<file path="config.mk">
export PLATFORM = sky130hd
export DESIGN_NAME = bit_serializer
export DESIGN_NICKNAME = d
export VERILOG_FILES = /design/src/rtl/ser_pkg.sv /design/src/rtl/ser_bit_cnt.sv /design/src/rtl/bit_serializer.sv
export SDC_FILE = /design/constraint.sdc
export NUM_CORES = 1
export LEC_CHECK = 0
export CAP_MARGIN = 20
export CORE_MARGIN = 5
export CORE_UTILIZATION = 52
export CTS_CLUSTER_DIAMETER = 200
export DETAILED_ROUTE_END_ITERATION = 6
export DONT_BUFFER_PORTS = 1
export PLACE_DENSITY_LB_ADDON = 0.1
export REMOVE_ABC_BUFFERS = 1
export SKIP_LAST_GASP = 1
export SYNTH_ARGS = -nofsm -noshare
export SYNTH_HDL_FRONTEND = slang
export SYNTH_SLANG_ARGS = --single-unit
</file>
<file path="constraint.sdc">
create_clock -name clk -period 1.7 [get_ports clk]
set_clock_uncertainty 0.2 [all_clocks]
set_input_delay 0.34 -clock clk [delete_from_list [all_inputs] [get_ports clk]]
set_output_delay 0.34 -clock clk [all_outputs]
set_load 0.02 [all_outputs]
</file>
<file path="src/rtl/ser_pkg.sv">
// ser_pkg: shared FSM state encoding and width helper for the bit serializer.
package ser_pkg;
    typedef enum logic [1:0] {
        SER_IDLE  = 2'd0,
        SER_SHIFT = 2'd1,
        SER_PAR   = 2'd2
    } ser_state_t;

    function automatic int clog2(input int v);
        int r = 0;
        while ((1 << r) < v) r++;
        return r;
    endfunction
endpackage

</file>
<file path="src/rtl/ser_bit_cnt.sv">
// ser_bit_cnt: loadable down-counter with zero flag tracking bits left in a word.
module ser_bit_cnt #(
    parameter int W        = 3,
    parameter int LOAD_VAL = 7
) (
    input  logic clk,
    input  logic rst_n,
    input  logic i_load,
    input  logic i_en,
    output logic o_is_zero
);
    logic [W-1:0] r_cnt;

    always_ff @(posedge clk or negedge rst_n) begin
        if (!rst_n)
            r_cnt <= '0;
        else if (i_load)
            r_cnt <= W'(LOAD_VAL);
        else if (i_en)
            r_cnt <= r_cnt - W'(1);
    end

    assign o_is_zero = (r_cnt == '0);
endmodule

</file>
<file path="src/rtl/bit_serializer.sv">
// bit_serializer: valid/ready parallel word in, MSB-first serial stream out, completed-word counter.
// Define SER_PARITY_EN to append an even-parity bit to every word.
module bit_serializer
    import ser_pkg::*;
#(
    parameter int WIDTH = 8,
    parameter int CNT_W = 16
) (
    input  logic             clk,
    input  logic             rst_n,
    input  logic             i_valid,
    output logic             o_ready,
    input  logic [WIDTH-1:0] i_data,
    output logic             o_ser_out,
    output logic             o_ser_vld,
    output logic             o_word_done,
    output logic [CNT_W-1:0] o_words_sent
);
    localparam int CW = clog2(WIDTH);

    ser_state_t       r_state, w_next;
    logic [WIDTH-1:0] r_shreg;
    logic [CNT_W-1:0] r_words;
    logic             w_zero, w_last, w_load;

    ser_bit_cnt #(.W(CW), .LOAD_VAL(WIDTH-1)) u_cnt (
        .clk      (clk),
        .rst_n    (rst_n),
        .i_load   (w_load),
        .i_en     ((r_state == SER_SHIFT) && !w_zero),
        .o_is_zero(w_zero)
    );

`ifdef SER_PARITY_EN
    logic r_par;

    always_ff @(posedge clk or negedge rst_n) begin
        if (!rst_n)
            r_par <= 1'b0;
        else if (w_load)
            r_par <= ^i_data;
    end

    assign w_last    = (r_state == SER_PAR);
    assign o_ser_out = (r_state == SER_SHIFT) ? r_shreg[WIDTH-1] :
                       (r_state == SER_PAR)   ? r_par : 1'b0;
`else
    assign w_last    = (r_state == SER_SHIFT) && w_zero;
    assign o_ser_out = (r_state == SER_SHIFT) ? r_shreg[WIDTH-1] : 1'b0;
`endif

    // ready never looks at i_valid, so there is no combinational path to the serial side
    assign o_ready      = (r_state == SER_IDLE) || w_last;
    assign w_load       = i_valid && o_ready;
    assign o_ser_vld    = (r_state != SER_IDLE);
    assign o_word_done  = w_last;
    assign o_words_sent = r_words;

    always_comb begin
        w_next = r_state;
        case (r_state)
            SER_IDLE:  w_next = w_load ? SER_SHIFT : SER_IDLE;
`ifdef SER_PARITY_EN
            SER_SHIFT: w_next = w_zero ? SER_PAR : SER_SHIFT;
            SER_PAR:   w_next = w_load ? SER_SHIFT : SER_IDLE;
`else
            SER_SHIFT: w_next = (w_zero && !w_load) ? SER_IDLE : SER_SHIFT;
`endif
            default:   w_next = SER_IDLE;
        endcase
    end

    always_ff @(posedge clk or negedge rst_n) begin
        if (!rst_n) begin
            r_state <= SER_IDLE;
            r_shreg <= '0;
            r_words <= '0;
        end else begin
            r_state <= w_next;
            if (w_load)
                r_shreg <= i_data;
            else if (r_state == SER_SHIFT)
                r_shreg <= r_shreg << 1;
            if (w_last)
                r_words <= r_words + CNT_W'(1);
        end
    end
endmodule

</file>
==> flow_summary.json <==
{
  "synth-seq-cells": 28,
  "cts_buffer_depth": 2,
  "num_vias": 1074,
  "track_usage_pct": 18.3,
  "ys_types": 25,
  "drive_gt1_share_pct": 35.7,
  "fill_cells": 157,
  "yosys.area_share.simple_pct": 15.6,
  "syn-cell-area_sq_um": 1330,
  "ys_top_cells_by_count": "dfrtp_1 (28), inv_1 (12), nor2_1 (11)",
  "drc": 0,
  "power.leakage_nw": 0.944,
  "die_h_um": 60.5,
  "synth_area_per_cell_sq_um": 10.4,
  "syn_inst": 128,
  "fmax_mhz": 500,
  "nets": 186,
  "hold_depth": 2,
  "viasPerCell": 5.34,
  "routed_wl_um": 3090,
  "critPathMaxFanout": 3,
  "crit_path_end_kind": "output port",
  "setup_ws_ns": -0.299,
  "synth.area.mux_share_pct": 2.46,
  "required_ns": 1.16,
  "clk_pin_slew_ns": 0.15,
  "gp_routability_congestion": 0.764,
  "drt_iter0_markers": 35,
  "slew_headroom_pct": 72.1,
  "final-hold-violation-count": 0,
  "synth_area_leaders": "dfrtp_1 (53%), xnor2_1 (5.9%), xor2_1 (4.0%), inv_1 (3.4%), a31oi_1 (3.3%)",
  "overflow": 0,
  "synth_compound_area_share_pct": 11.1,
  "synth-xor-area-share_pct": 9.92,
  "ios": 31,
  "power_density_nw_per_um2": 1450,
  "place_hpwl_um": 1930,
  "post_dp_cell_area_sq_um": 1500,
  "yosys_warnings": 0,
  "violations": "setup timing",
  "clk_latency_ns": 0.33,
  "synthAdderAreaFrac_pct": 2.83,
  "ir_drop_mv": 1.14,
  "drtPass1Iterations": 4,
  "timing.rr.start": "u_cnt.r_cnt[1]",
  "fp.dieW_um": 60.5,
  "min_path_type": "input port to flop",
  "min_from": "i_valid",
  "portBuffers": 0,
  "crit_type": "flop to output port",
  "hold_end": "r_state[0]",
  "fin_crit_sh_pct": 118,
  "wl_per_cell_um": 15.3,
  "min_period_ns": 2.00,
  "fin_area_sq_um": 1880,
  "start_util_pct": 54.0,
  "grt_pass1_vias": 1103,
  "cts_tree": "built",
  "status": "finished with violations",
  "antenna_found_initial": 0,
  "reg2regPathDepth": 8,
  "cts-root-buf": "clkbuf_4",
  "core_area_sq_um": 2450,
  "worst_hold_slack_ns": 0.0244,
  "rsz0062_at_grt": "yes",
  "drv_slew": 0,
  "yosysMostFrequentCell": "dfrtp_1",
  "drv_cap": 0,
  "antenna_cells": 0,
  "antenna_left": 0,
  "worstPathArrival_ns": 1.46,
  "startpoint_type": "flop",
  "cts_buffers": 3,
  "yosysTopAreaCell": "dfrtp_1",
  "clock_sinks": 28,
  "die_area_sq_um": 3660,
  "grt_pass1_wl_um": 5060,
  "synth_flop_cell": "dfrtp_1",
  "h-tree-depth": 1,
  "synthArstFlopShare_pct": 100,
  "setup_violations": 20,
  "row_count": 18,
  "timing.setup.tns_ns": -2.23,
  "synth-edff-count": 0,
  "r2r_end": "o_words_sent[11]",
  "worst_pin_slew_ns": 0.417,
  "synth_top_family_by_area": "simple AND/OR/NAND/NOR gates",
  "seq_area_frac_synth_pct": 52.9,
  "synth_top_area_share_pct": 52.9,
  "grt_max_degree": 29,
  "syn2layout_area_growth_pct": 41.9,
  "regToRegSetupSlack_ns": -0.23
}
power breakdown:
group,switching (mW),internal (mW)
Combinational,0.692,0.719
Sequential,0.129,0.856
Clock,0.200,0.131
state kept, by name, summed over array words and instances (netlist names):
signal	cells
u_cnt.r_cnt	3
r_shreg	8
o_words_sent	16
r_state	1
repair_timing:
action | 4_1_cts | 5_1_grt
gates cloned | 0 | 0
setup buffers | 7 | 7
pin swaps | 7 | 13
gates resized for setup | 20 | 18
endpoints found under the setup margin | 22 | 27
hold endpoints to repair | 38 | 0
hold buffers | 11 | 0
layout make-up:
type / count / area, sq um / share of cell area, %
Sequential cell: 28 / 701 / 37.3
Multi-Input combinational cell: 83 / 661 / 35.1
Timing Repair Buffer: 44 / 398 / 21.2
Inverter: 12 / 47.5 / 2.53
Tap cell: 30 / 37.5 / 2.00
Clock buffer: 4 / 36.3 / 1.93
worst max path at each step:
stage                         from          endpoint  slack [ns]  cells after the start
detailed placement  u_cnt.r_cnt[0]  o_words_sent[11]       -0.14                      7
global route        u_cnt.r_cnt[1]           o_ready       -0.40                      6
CTS                 u_cnt.r_cnt[1]           o_ready       -0.31                      6
global placement    u_cnt.r_cnt[0]           o_ready       -0.11                      6
finish              u_cnt.r_cnt[1]           o_ready       -0.30                      6
floorplan           u_cnt.r_cnt[0]    u_cnt.r_cnt[0]       -0.21                      6
per-layer routing:
layer,share of wire (%),track usage (%),up-vias
li1,-,-,521
met1,44,22.6,522
met2,51,32.3,31
met3,5.2,4.04,0
met4,0,5.57,0
met5,0,0,-
worst max-delay path, stage by stage, from the launching register on:
cell,delay [ns]
dfrtp_1,0.39
inv_2,0.05
ha_4,0.16
ha_4,0.16
buf_6,0.11
nand2b_4,0.14
buf_6,0.13
placed cells by master (no fill, tap or decap), drive strengths merged, types with 4 or more instances in the layout:
cell type and count:
nand3 6, o22ai 7, buf 34, nand2 8
nor2 11, dlygate4sd3 10, xnor2 9, o21ai 5
a31oi 7, a21oi 7, inv 12, dfrtp 28
clkbuf 4, xor2 6
per-stage QoR:
step	total power [mW]	std cells	worst slack (ns)	util, %
2_1_floorplan	1.59	123	-0.212	-
3_3_place_gp	1.88	174	-0.112	61.0
3_5_place_dp	1.92	174	-0.144	61.0
4_1_cts	2.54	196	-0.305	72.7
5_1_grt	2.92	201	-0.404	76.6
6_report	2.73	201	-0.299	76.6
cells by family after synthesis:
| family | count (synthesis) |
|---|---|
| buffers and inverters | 17 |
| muxes | 3 |
| and+or+nand+nor | 36 |
| AOI/OAI and AO/OA | 26 |
| xor gates and xnor gates | 15 |
| DFF | 28 |
| adders and majority gates | 3 |
No activity file was read; power rests on OpenSTA's default activity.
